==> src/rtl/weight_bram_scheduler.sv <==
// weight_bram_scheduler: round-robin burst arbiter that shares one read-only weight BRAM among N_REQ loaders
module weight_bram_scheduler #(
    parameter int N_REQ      = 4,
    parameter int W          = 8,
    parameter int ADDR_WIDTH = 18,
    parameter int LEN_WIDTH  = 14,
    parameter int RD_LATENCY = 2
) (
    input  logic                        clk,
    input  logic                        rst,
    input  logic [N_REQ-1:0]            req,
    input  logic [N_REQ*ADDR_WIDTH-1:0] req_base,
    input  logic [N_REQ*LEN_WIDTH-1:0]  req_len,
    output logic [N_REQ-1:0]            grant,
    output logic [W-1:0]                rd_data,
    output logic                        rd_valid,
    output logic                        rd_last,
    output logic [N_REQ-1:0]            done,
    output logic                        busy,
    output logic                        bram_en,
    output logic                        bram_ren,
    output logic [ADDR_WIDTH-1:0]       bram_addr,
    input  logic [W-1:0]                bram_dout
);
    localparam int PW = (N_REQ > 1) ? $clog2(N_REQ) : 1;

    typedef enum logic [1:0] {IDLE, ISSUE, DRAIN, FIN} state_t;

    state_t                state_q, state_d;
    logic [PW-1:0]         ptr_q, ptr_d, owner_q, owner_d, sel;
    logic                  found;
    logic [ADDR_WIDTH-1:0] base_q, base_d, addr_q, addr_d;
    logic [LEN_WIDTH-1:0]  len_q, len_d, cnt_q, cnt_d;
    logic [N_REQ-1:0]      grant_q, grant_d, done_q, done_d;
    logic                  en_q, en_d, ren_q, ren_d, ilast_q, ilast_d;
    logic [RD_LATENCY-1:0] vl_q, vl_d, ll_q, ll_d;
    logic [W-1:0]          data_q, data_d;
    logic                  valid_q, valid_d, last_q, last_d;

    // first asserted request at or after the pointer; scanning downward lets the nearest one win
    always_comb begin
        found = 1'b0;
        sel   = '0;
        for (int i = N_REQ - 1; i >= 0; i--) begin
            if (req[(int'(ptr_q) + i) % N_REQ]) begin
                found = 1'b1;
                sel   = PW'((int'(ptr_q) + i) % N_REQ);
            end
        end
    end

    // burst FSM plus the read-valid/last delay lines that track BRAM latency
    always_comb begin
        state_d = state_q;
        ptr_d   = ptr_q;
        owner_d = owner_q;
        base_d  = base_q;
        len_d   = len_q;
        cnt_d   = cnt_q;
        grant_d = grant_q;
        done_d  = '0;
        en_d    = en_q;
        ren_d   = 1'b0;
        ilast_d = 1'b0;
        addr_d  = addr_q;
        vl_d    = (vl_q << 1) | RD_LATENCY'(ren_q);
        ll_d    = (ll_q << 1) | RD_LATENCY'(ilast_q);
        valid_d = vl_q[RD_LATENCY-1];
        last_d  = ll_q[RD_LATENCY-1];
        data_d  = bram_dout;
        case (state_q)
            IDLE: if (found) begin
                owner_d = sel;
                base_d  = req_base[sel*ADDR_WIDTH +: ADDR_WIDTH];
                len_d   = req_len[sel*LEN_WIDTH +: LEN_WIDTH];
                cnt_d   = '0;
                grant_d = N_REQ'(1) << sel;
                // zero-length bursts skip the BRAM and let DRAIN see an empty line at once
                state_d = (len_d == '0) ? DRAIN : ISSUE;
            end
            ISSUE: begin
                en_d    = 1'b1;
                ren_d   = 1'b1;
                addr_d  = base_q + ADDR_WIDTH'(cnt_q);
                ilast_d = (cnt_q == len_q - LEN_WIDTH'(1));
                cnt_d   = cnt_q + LEN_WIDTH'(1);
                state_d = ilast_d ? DRAIN : ISSUE;
            end
            DRAIN: if (!ren_q && vl_q == '0) begin
                state_d = FIN;
                done_d  = grant_q;
                grant_d = '0;
                en_d    = 1'b0;
                addr_d  = '0;
            end
            FIN: begin
                ptr_d   = (owner_q == PW'(N_REQ - 1)) ? '0 : owner_q + PW'(1);
                state_d = IDLE;
            end
        endcase
    end

    // all state and outputs registered; reset discards any in-flight beats
    always_ff @(posedge clk) begin
        if (rst) begin
            state_q <= IDLE;
            ptr_q   <= '0;
            owner_q <= '0;
            base_q  <= '0;
            len_q   <= '0;
            cnt_q   <= '0;
            grant_q <= '0;
            done_q  <= '0;
            en_q    <= 1'b0;
            ren_q   <= 1'b0;
            ilast_q <= 1'b0;
            addr_q  <= '0;
            vl_q    <= '0;
            ll_q    <= '0;
            valid_q <= 1'b0;
            last_q  <= 1'b0;
            data_q  <= '0;
        end else begin
            state_q <= state_d;
            ptr_q   <= ptr_d;
            owner_q <= owner_d;
            base_q  <= base_d;
            len_q   <= len_d;
            cnt_q   <= cnt_d;
            grant_q <= grant_d;
            done_q  <= done_d;
            en_q    <= en_d;
            ren_q   <= ren_d;
            ilast_q <= ilast_d;
            addr_q  <= addr_d;
            vl_q    <= vl_d;
            ll_q    <= ll_d;
            valid_q <= valid_d;
            last_q  <= last_d;
            data_q  <= data_d;
        end
    end

    assign grant     = grant_q;
    assign done      = done_q;
    assign busy      = (state_q != IDLE);
    assign bram_en   = en_q;
    assign bram_ren  = ren_q;
    assign bram_addr = addr_q;
    assign rd_valid  = valid_q;
    assign rd_last   = last_q;
    assign rd_data   = data_q;
endmodule

==> config.mk <==
export PLATFORM = sky130hd
export DESIGN_NAME = weight_bram_scheduler
export DESIGN_NICKNAME = d
export VERILOG_FILES = /design/src/rtl/weight_bram_scheduler.sv
export SDC_FILE = /design/constraint.sdc
export NUM_CORES = 1
export LEC_CHECK = 0
export BUFFER_PORTS_ARGS = -buffer_cell sky130_fd_sc_hd__buf_2
export CORE_MARGIN = 3
export CORE_UTILIZATION = 56
export CTS_CLUSTER_DIAMETER = 40
export CTS_CLUSTER_SIZE = 14
export DETAILED_ROUTE_END_ITERATION = 8
export PLACE_DENSITY = 0.88
export SYNTH_ARGS = -nofsm -noshare
export SYNTH_HDL_FRONTEND = slang
export SYNTH_SLANG_ARGS = --single-unit
==> constraint.sdc <==
create_clock -name clk -period 6.7 [get_ports clk]
set_clock_uncertainty 0.2 [all_clocks]
set_input_delay 0 -clock clk [delete_from_list [all_inputs] [get_ports clk]]
set_output_delay 0 -clock clk [all_outputs]
set_load 0.05 [all_outputs]
==> out/metrics.yaml, run 1 <==
cp.arrival_ns: 3.93
nNetsFinal: 1118
worst-slew-pin-transition_ns: 1.32
yosysSeqAreaShare: 0.339
globalRoute.totalOverflow: 0
power.static_leakage_nw: 3.34
number_of_enable_type_register_cells_in_the_synthesized_netlist: 0
outcome: "finished clean"
detail_route.iter0.violations: 501
layout-drive-gt1-share: 0.231
critical_path.max_fanout: 39
cp_data_required_time_ns: 6.71
met2_length_um: 8390
ys.warnings.count: 0
clkSlewWorstSetupHoldPaths_ns: 0.09
peakVddDrop_v: 0.000121
report.final.setup_viol: 0
rows: 35
design.die.area_um2: 11200
cts_tree: "yes"
fraction_of_the_cycle_the_final_worst_path_needs: 0.585
avgSynthCellArea_um2: 7.62
start_util: 0.590
wl_met3_um: 1440
cts-htree-levels: 3
timing.final.max_slew_violations: 0
achievable-frequency_mhz: 255
routed_wire_length_per_instance_um: 15.9
die_w_um: 106
wirelength_met1_um: 6930
power-per-cell-area_nw_per_um2: 209
layout-area-overhead-vs-synth_pct: 32.4
cp-end-kind: "flop"
hpwlAfterDp_um: 11100
post_drt_via_cell_ratio: 5.72
gp_routability_congestion: 0.893
top_level_i_o_count: 181
drt_pre_antenna_iters: 5
synth.distinct_cells: 54
final_area_um2: 7430
synth_top_area_cell: "dfxtp_1"
synthesis.nets: 896
hold_violations: 0
setup_tns_ns: 0
cts.sinks: 95
grt_antenna_before_repair: 0
gr-usage-all-layers: 0.301
portBuffers: 180
cp-start-kind: "flop"
holdCritPathClass: "in -> reg"
route.detailed.drc: 0
grt_pass1_vias: 6022
fillerInstances: 669
syn-cell-area_um2: 5610
grt_first_pass_wirelength_um: 27700
fp.coreArea_um2: 9500
tritoncts.num_buffers: 9
yosys.area.top_type_share: 0.339
cap_viol_max_count: 0
cts_buffer_depth: 2
postRouteAntennaNets: 0
highest_layer: "met4"
synth_top_cells_by_area: "dfxtp_1 34%, nand2_1 9.4%, nand3_1 6.6%, mux2i_1 6.2%, a21oi_1 5.4%"
die_y_um: 106
via_count: 6254
grt_setup_unrepaired: "false"
synth_top_flop_cell: "dfxtp_1"
detail_route.wirelength_um: 17400
final_period_minus_worst_setup_slack_ns: 3.92
timing_worst_setup_path_type: "reg -> reg"
async_flop_share: 0
maxSlewHeadroom: 0.123
place_area_um2: 6500
cts.repair.resized: 0
synth_seq_cells: 95
worstSkewPairLatency_ns: 0.36
clock-root-buffer: "clkbuf_8"
grt_start_max_net_pins: 86
synth_cells: 736
critical path, stage by stage (launching register included):
cell and delay [ns]:
dfxtp_1 0.37, nand2b_1 0.16, a21oi_1 0.21, or3_2 0.61, buf_4 0.52, mux2i_1 0.25
dlygate4sd3_1 0.57, mux2i_1 0.08, dlygate4sd3_1 0.65, nand2_1 0.09, a21oi_1 0.06
registers in the layout, indices dropped and copies added, names as in the netlist, 2 cells and up:
| name | cells |
|---|---|
| bram_addr | 18 |
| state_q | 2 |
| ll_q | 2 |
| ptr_q | 2 |
| owner_q | 2 |
| done | 4 |
| rd_data | 8 |
| base_q | 18 |
| len_q | 14 |
| grant | 4 |
| vl_q | 2 |
| cnt_q | 14 |
placed cells by master, fill, tap and decap left out, types with 4 or more instances in the layout:
master	synthesis	routed
ha_1	17	17
a22oi_1	7	7
nand3_1	74	74
xor2_1	13	13
o21ai_0	20	20
nor2b_1	19	19
o21a_1	4	4
clkbuf_8	0	10
or2_2	5	5
xnor2_1	15	15
nand2b_1	10	10
nor2_1	51	51
nor4_1	7	7
or2_1	9	9
dfxtp_1	95	95
nand4_1	4	4
a21oi_1	60	60
mux2_2	11	11
buf_4	0	6
inv_1	15	15
nand2_1	140	140
and2_1	6	6
a311oi_1	7	7
dlygate4sd3_1	0	69
mux2i_1	35	35
nor3_1	12	11
and3_1	7	7
a211oi_1	5	5
buf_2	4	180
a31oi_1	7	7
what timing repair did:
action | 4_1_cts | 5_1_grt
endpoints found under the hold margin | 29 | 0
hold buffers | 69 | 0
setup buffers | 0 | 0
final timing paths:
| check | startpoint | end | slack (ns) | cells past startpoint |
|---|---|---|---|---|
| worst max-delay path | ptr_q[1]$_SDFFE_PP0N_ | len_q[11]$_SDFFE_PP0P_ | 2.78 | 10 |
| worst min-delay path | req_len[0] | len_q[0]$_SDFFE_PP0P_ | 0.005 | 5 |
| worst max register to register | ptr_q[1]$_SDFFE_PP0N_ | len_q[11]$_SDFFE_PP0P_ | 2.78 | 10 |
| worst min register to register | ll_q[0]$_SDFF_PP0_ | ll_q[1]$_SDFF_PP0_ | 0.25 | 1 |
synth_stat cells, drive strengths merged (2+ instances only):
cell and number:
nand2 140, dfxtp 95, nand3 74, a21oi 60
nor2 51, mux2i 35, clkbuf 31, o21ai 23
nor2b 19, ha 17, inv 15, or2 15
xnor2 15, buf 13, mux2 13, nor3 13
xor2 13, nand2b 10, nor4 8, a22oi 7
a311oi 7, a31oi 7, and3 7, and2 6
a211oi 5, nand4 4, o21a 4, nand3b 3
o31ai 3, or3 3, or4 3, a21o 2
a32oi 2, o22ai 2
where the power goes:
part	switching (mW)	leakage (nW)	internal, mW	total [mW]
Combinational	0.269	2.46	0.204	0.473
Sequential	0.0389	0.777	0.605	0.644
Clock	0.209	0.109	0.222	0.431
Total	0.517	3.34	1.03	1.55
cell type report:
type | count | area, µm² | area share
sequential | 95 | 1900 | 0.256
tap | 129 | 161 | 0.0217
clock inverter | 6 | 92.6 | 0.0125
inverter | 15 | 56.3 | 0.00758
clock buffer | 10 | 138 | 0.0185
antenna | 1 | 2.50 | 0.000337
multi-input combinational | 582 | 3440 | 0.463
timing repair buffer | 255 | 1640 | 0.220
metrics by stage:
step	hold WS (ns)	cells	total power [mW]	setup slack, ns	util
5_1_grt	0.0247	1092	1.62	2.50	0.781
4_1_cts	0.00148	1092	1.53	2.90	0.781
3_5_place_dp	0.0184	1007	1.06	3.44	0.684
6_report	0.00531	1093	1.55	2.78	0.781
3_3_place_gp	0.0143	1007	1.05	3.56	0.684
2_1_floorplan	-0.0718	736	0.948	4.03	-
metal layers:
layer / global-route usage / vias up
li1: - / 3002
met1: 0.361 / 2836
met2: 0.517 / 341
met3: 0.0638 / 75
met4: 0.132 / 0
met5: 0 / -
logic make-up (layout without fill, tap and decap cells):
group / count (synthesis) / in the layout / share of synthesized area
and+or+nand+nor: 359 / 359 / 0.301
muxes: 48 / 48 / 0.0886
AOI/OAI and AO/OA: 129 / 129 / 0.137
other: 0 / 1 / 0
xor gates and xnor gates: 28 / 28 / 0.0437
adders and majority gates: 18 / 18 / 0.0415
DFF: 95 / 95 / 0.339
buffers and inverters: 59 / 286 / 0.0489
Note: power is estimated with default switching activity, not from simulation.
==> run 2: changes to the inputs <==
--- a/config.mk
+++ b/config.mk
@@ -7,11 +7,11 @@
 export LEC_CHECK = 0
 export BUFFER_PORTS_ARGS = -buffer_cell sky130_fd_sc_hd__buf_2
 export CORE_MARGIN = 3
-export CORE_UTILIZATION = 56
+export CORE_UTILIZATION = 52
 export CTS_CLUSTER_DIAMETER = 40
 export CTS_CLUSTER_SIZE = 14
 export DETAILED_ROUTE_END_ITERATION = 8
-export PLACE_DENSITY = 0.88
+export PLACE_DENSITY = 0.83
 export SYNTH_ARGS = -nofsm -noshare
 export SYNTH_HDL_FRONTEND = slang
 export SYNTH_SLANG_ARGS = --single-unit
==> constraint.sdc (replaced) <==
create_clock -name clk -period 3.7 [get_ports clk]
set_clock_uncertainty 0.2 [all_clocks]
set_input_delay 0 -clock clk [delete_from_list [all_inputs] [get_ports clk]]
set_output_delay 0 -clock clk [all_outputs]
set_load 0.05 [all_outputs]
==> run 2 against run 1 <==
Against the previous run:
- the flow now finishes with violations (negative hold slack)
- sequential cell count unchanged
- worst setup slack got worse by 2.4 ns
- first-iteration DRC count increased by 54%
- global-route usage rose by 1.7 points
- non-clock buffer count increased by 22
- combinational power rose by 86%
- register-to-register slack lost 2.4 ns
- worst hold slack got worse by 0.0064 ns
- clock power up 70%
- critical endpoint unchanged
- highest routed layer unchanged
==> out/metrics.yaml, run 2 (synthesized netlist as in run 1, its figures left out) <==
fp.coreArea_um2: 10400
gr-usage-all-layers: 0.317
timing.critical_path.max_delay_family: "buffers and inverters"
fillerInstances: 757
layout-area-overhead-vs-synth_pct: 36.1
clkSlewWorstSetupHoldPaths_ns: 0.10
mostFrequentLayoutCell: "buf_2"
postRouteAntennaNets: 0
maxSlewHeadroom: 0.354
final_period_minus_worst_setup_slack_ns: 3.35
hpwlAfterDp_um: 11400
routed_wire_length_per_instance_um: 17.0
cp.arrival_ns: 3.46
cp-end-kind: "flop"
die_y_um: 110
power.static_leakage_nw: 3.43
start_util: 0.538
cp-start-kind: "flop"
critical_path.max_fanout: 29
drt_pre_antenna_iters: 6
tritoncts.num_buffers: 9
violations_in_the_final_reports: "negative hold slack"
rows: 37
holdCritPathClass: "in -> reg"
grt_setup_unrepaired: "false"
leading_cell_types_in_the_layout_fill_and_taps_excluded: "180 x buf_2, 140 x nand2_1, 95 x dfxtp_1"
hold-worst-slack_ns: -0.00111
cts-htree-levels: 3
cts_buffer_depth: 2
gp_routability_congestion: 0.896
achievable-frequency_mhz: 298
die_w_um: 110
hold_violations: 1
outcome: "complete, but fails checks"
cap_viol_max_count: 0
place_area_um2: 6520
globalRoute.totalOverflow: 0
detail_route.wirelength_um: 19100
grt_antenna_before_repair: 0
cp_data_required_time_ns: 3.80
peakVddDrop_v: 0.000243
detail_route.iter0.violations: 774
setup_tns_ns: 0
path_cells: "mux2i_1 -> nor2_1 -> or3_4 -> mux2i_1 -> dlygate4sd3_1 -> mux2i_1 -> dlygate4sd3_1 -> nand2_1 -> a21oi_1"
power-per-cell-area_nw_per_um2: 364
grt_start_max_net_pins: 75
cp_slowest_stage_delay_ns: 0.59
top_level_i_o_count: 181
cts.sinks: 95
post_drt_via_cell_ratio: 5.91
cts_tree: "yes"
report.final.setup_viol: 0
final_area_um2: 7630
path_common_cell: "mux2i_1"
timing_worst_setup_path_type: "reg -> reg"
design.die.area_um2: 12100
layout-drive-gt1-share: 0.226
worst-slew-pin-transition_ns: 0.969
timing.final.max_slew_violations: 0
via_count: 6630
critPathBufInv: 2
cp_slowest_cell: "or3_4"
clock-root-buffer: "clkbuf_8"
route.detailed.drc: 0
grt_pass1_vias: 6407
nNetsFinal: 1140
grt_first_pass_wirelength_um: 30400
fraction_of_the_cycle_the_final_worst_path_needs: 0.907
worstSkewPairLatency_ns: 0.37
portBuffers: 180
[run 2: repair_timing]
action	4_1_cts	5_1_grt
buffers inserted	0	0
hold endpoints to repair	39	0
hold buffers	90	0
gates resized for setup	0	1
setup endpoints to repair	0	2
[run 2: final timing paths]
check | startpoint | cells after the start | slack [ns] | end
worst max-delay path | ptr_q[1]$_SDFFE_PP0N_ | 9 | 0.35 | len_q[11]$_SDFFE_PP0P_
worst min-delay path | req_len[51] | 5 | -0.001 | len_q[9]$_SDFFE_PP0P_
worst max register to register | ptr_q[1]$_SDFFE_PP0N_ | 9 | 0.35 | len_q[11]$_SDFFE_PP0P_
worst min register to register | ll_q[0]$_SDFF_PP0_ | 1 | 0.25 | ll_q[1]$_SDFF_PP0_
[run 2: power breakdown]
group / internal [mW] / switching [mW] / leakage (nW) / total, mW
combinational: 0.365 / 0.515 / 2.55 / 0.880
sequential: 1.10 / 0.0696 / 0.777 / 1.17
clock: 0.322 / 0.410 / 0.102 / 0.732
[run 2: final cells by class]
class	count	area, µm²	share of cell area
Clock inverter	7	80.1	0.0105
Clock buffer	9	124	0.0162
Tap cell	136	170	0.0223
Timing Repair Buffer	277	1850	0.243
Multi-Input combinational cell	582	3440	0.451
Inverter	15	56.3	0.00738
Sequential cell	95	1900	0.249
Antenna cell	1	2.50	0.000328
[run 2: worst register-to-register path: stages, from the launching register on]
cell and delay [ns]:
dfxtp_1 0.43, mux2i_1 0.22, nor2_1 0.08, or3_4 0.59, mux2i_1 0.20, dlygate4sd3_1 0.57
mux2i_1 0.18, dlygate4sd3_1 0.58, nand2_1 0.06, a21oi_1 0.17
[run 2: through the flow]
step	setup slack (ns)	util	instances	power, mW
final	0.345	0.732	1122	2.78
after detailed placement	0.762	0.626	1015	1.93
after global routing	0.235	0.732	1121	2.90
after CTS	0.159	0.732	1121	2.72
after floorplan	1.03	-	736	1.72
after global placement	0.843	0.626	1015	1.91
[run 2: per-layer routing]
metal	routed length [µm]	part of all wire	track usage
met1	7390	0.39	0.391
met2	9060	0.47	0.521
met3	1750	0.092	0.0716
met4	905	0.047	0.155
met5	0	0	0
==> run 3: changes to the inputs <==
==> constraint.sdc (replaced) <==
create_clock -name clk -period 3.8 [get_ports clk]
set_clock_uncertainty 0.2 [all_clocks]
set_input_delay 0 -clock clk [delete_from_list [all_inputs] [get_ports clk]]
set_output_delay 0 -clock clk [all_outputs]
set_load 0.05 [all_outputs]
==> run 3 against run 2 <==
Against the previous run:
- the flow now finishes without violations
- die area stayed put
- clock power is 7.1% lower
- total power is 4.1% lower
- worst setup slack worse by 0.13 ns
- sequential power is 3% lower
- largest power group unchanged
- critical endpoint is now base_q[4]$_SDFFE_PP0P_
- core utilization is 1.2 points lower
- sequential share of layout area is 0.40 points higher
- combinational power is 3.3% lower
- critical path type unchanged
==> out/metrics.yaml, run 3 (synthesized netlist as in run 1, its figures left out) <==
outcome: "finished clean"
fp.coreArea_um2: 10400
cp-end-kind: "flop"
worst-slew-pin-transition_ns: 0.969
globalRoute.totalOverflow: 0
timing_worst_setup_path_type: "reg -> reg"
cp_slowest_cell: "dlygate4sd3_1"
clock-root-buffer: "clkbuf_8"
detail_route.iter0.violations: 561
nNetsFinal: 1129
cts_tree: "yes"
diodes: 0
intPower_mw: 1.74
grt_setup_unrepaired: "false"
gp_routability_congestion: 0.847
hpwlAfterDp_um: 11300
timing.critical_path.max_delay_family: "buffers and inverters"
layout-area-overhead-vs-synth_pct: 33.9
endpoint: "base_q[4]$_SDFFE_PP0P_"
power_frac_clock: 0.255
path_cells: "nand2b_1 -> a21oi_1 -> or3_4 -> buf_4 -> nand2_1 -> nand3_1 -> dlygate4sd3_1 -> nand3_1 -> dlygate4sd3_1 -> a21oi_1"
combPwrFrac: 0.319
cp_data_required_time_ns: 3.90
die_w_um: 110
critical_path.reg2reg.startpoint: "ptr_q[1]$_SDFFE_PP0N_"
design.die.area_um2: 12100
holdCritPathClass: "in -> reg"
clkSlewWorstSetupHoldPaths_ns: 0.10
postRouteAntennaNets: 0
cp-start-kind: "flop"
grt_pass1_vias: 5941
critical_path.max_fanout: 38
final_core_util: 0.721
peakVddDrop_v: 0.000243
power_switching_mw: 0.924
hold_violations: 0
detail_route.wirelength_um: 17300
rr_endpoint: "base_q[4]$_SDFFE_PP0P_"
drt_pre_antenna_iters: 5
report.final.setup_viol: 0
via_count: 6225
cp.arrival_ns: 3.68
power-per-cell-area_nw_per_um2: 355
grt_start_max_net_pins: 55
reg2regPathDepth: 10
power.static_leakage_nw: 3.38
final_period_minus_worst_setup_slack_ns: 3.58
routed_wire_length_per_instance_um: 15.6
fraction_of_the_cycle_the_final_worst_path_needs: 0.943
grt_first_pass_wirelength_um: 27600
timing.final.max_slew_violations: 0
route.detailed.drc: 0
layout-drive-gt1-share: 0.230
portBuffers: 180
setup_tns_ns: 0
cp_slowest_stage_delay_ns: 0.61
grt_antenna_before_repair: 1
switching_share: 0.347
start_util: 0.538
worstSkewPairLatency_ns: 0.37
critPathBufInv: 3
mostFrequentLayoutCell: "buf_2"
cap_viol_max_count: 0
leading_cell_types_in_the_layout_fill_and_taps_excluded: "180 x buf_2, 140 x nand2_1, 95 x dfxtp_1"
cts.sinks: 95
rows: 37
cts-htree-levels: 3
top_level_i_o_count: 181
cts_buffer_depth: 2
tritoncts.num_buffers: 9
gr-usage-all-layers: 0.284
timing.critical_path.depth: 10
regToRegSetupSlack_ns: 0.22
post_drt_via_cell_ratio: 5.61
die_y_um: 110
share_seq_of_total_power: 0.426
achievable-frequency_mhz: 279
maxSlewHeadroom: 0.354
critPathLaunch: "ptr_q[1]$_SDFFE_PP0N_"
==> run 3: worst min-delay path: cells and delay by family <==
family | cells | cell delay, ns
buffers and inverters | 1 | 0.10
and+or+nand+nor | 1 | 0.10
muxes | 2 | 0.28
AOI/OAI and AO/OA | 1 | 0.05
==> run 3: power groups by stage <==
stage	Sequential (mW)	Combinational, mW	Clock (mW)
finish	1.13	0.851	0.680
global placement	1.15	0.713	0
detailed placement	1.15	0.723	0
global route	1.14	0.931	0.719
CTS	1.13	0.827	0.676
floorplan	1.22	0.454	0
==> run 3: cell type report <==
class / instances / area (µm²)
clock inverter: 7 / 73.8
tap: 136 / 170
clock buffer: 9 / 124
inverter: 15 / 56.3
multi-input combinational: 582 / 3440
sequential: 95 / 1900
fill: 787 / 2910
timing repair buffer: 266 / 1740
==> run 3: per-stage QoR <==
step	instances	hold WS, ns	cell area, µm²	setup slack (ns)	power (mW)
3_5_place_dp	1016	0.0185	6530	0.826	1.88
3_3_place_gp	1016	0.0136	6530	0.947	1.86
2_1_floorplan	736	-0.0718	5610	1.13	1.67
5_1_grt	1110	0.0391	7510	0.0429	2.79
6_report	1110	0.00861	7510	0.217	2.66
4_1_cts	1110	0.00393	7500	0.0453	2.63
==> run 3: what timing repair did <==
action,CTS,global route
hold buffers,78,0
endpoints found under the setup margin,0,18
resized for setup,0,1
hold endpoints to repair,48,0
buffers inserted,0,0
==> run 3: worst min-delay path by stage <==
stage / cells past startpoint / endpoint / slack [ns] / from
2_1_floorplan: 1 / rd_data[0]$_SDFF_PP0_ / -0.07 / bram_dout[0]
3_3_place_gp: 2 / rd_data[5]$_SDFF_PP0_ / 0.01 / bram_dout[5]
3_5_place_dp: 2 / rd_data[5]$_SDFF_PP0_ / 0.02 / bram_dout[5]
4_1_cts: 5 / len_q[10]$_SDFFE_PP0P_ / 0.004 / req_len[10]
5_1_grt: 5 / len_q[5]$_SDFFE_PP0P_ / 0.04 / req_len[5]
6_report: 5 / len_q[9]$_SDFFE_PP0P_ / 0.009 / req_len[9]
==> run 3: metal layers <==
metal	vias up	routed length, µm	track usage
li1	3023	-	-
met1	2858	7360	0.373
met2	307	8080	0.462
met3	37	1400	0.0499
met4	0	424	0.111
met5	-	0	0
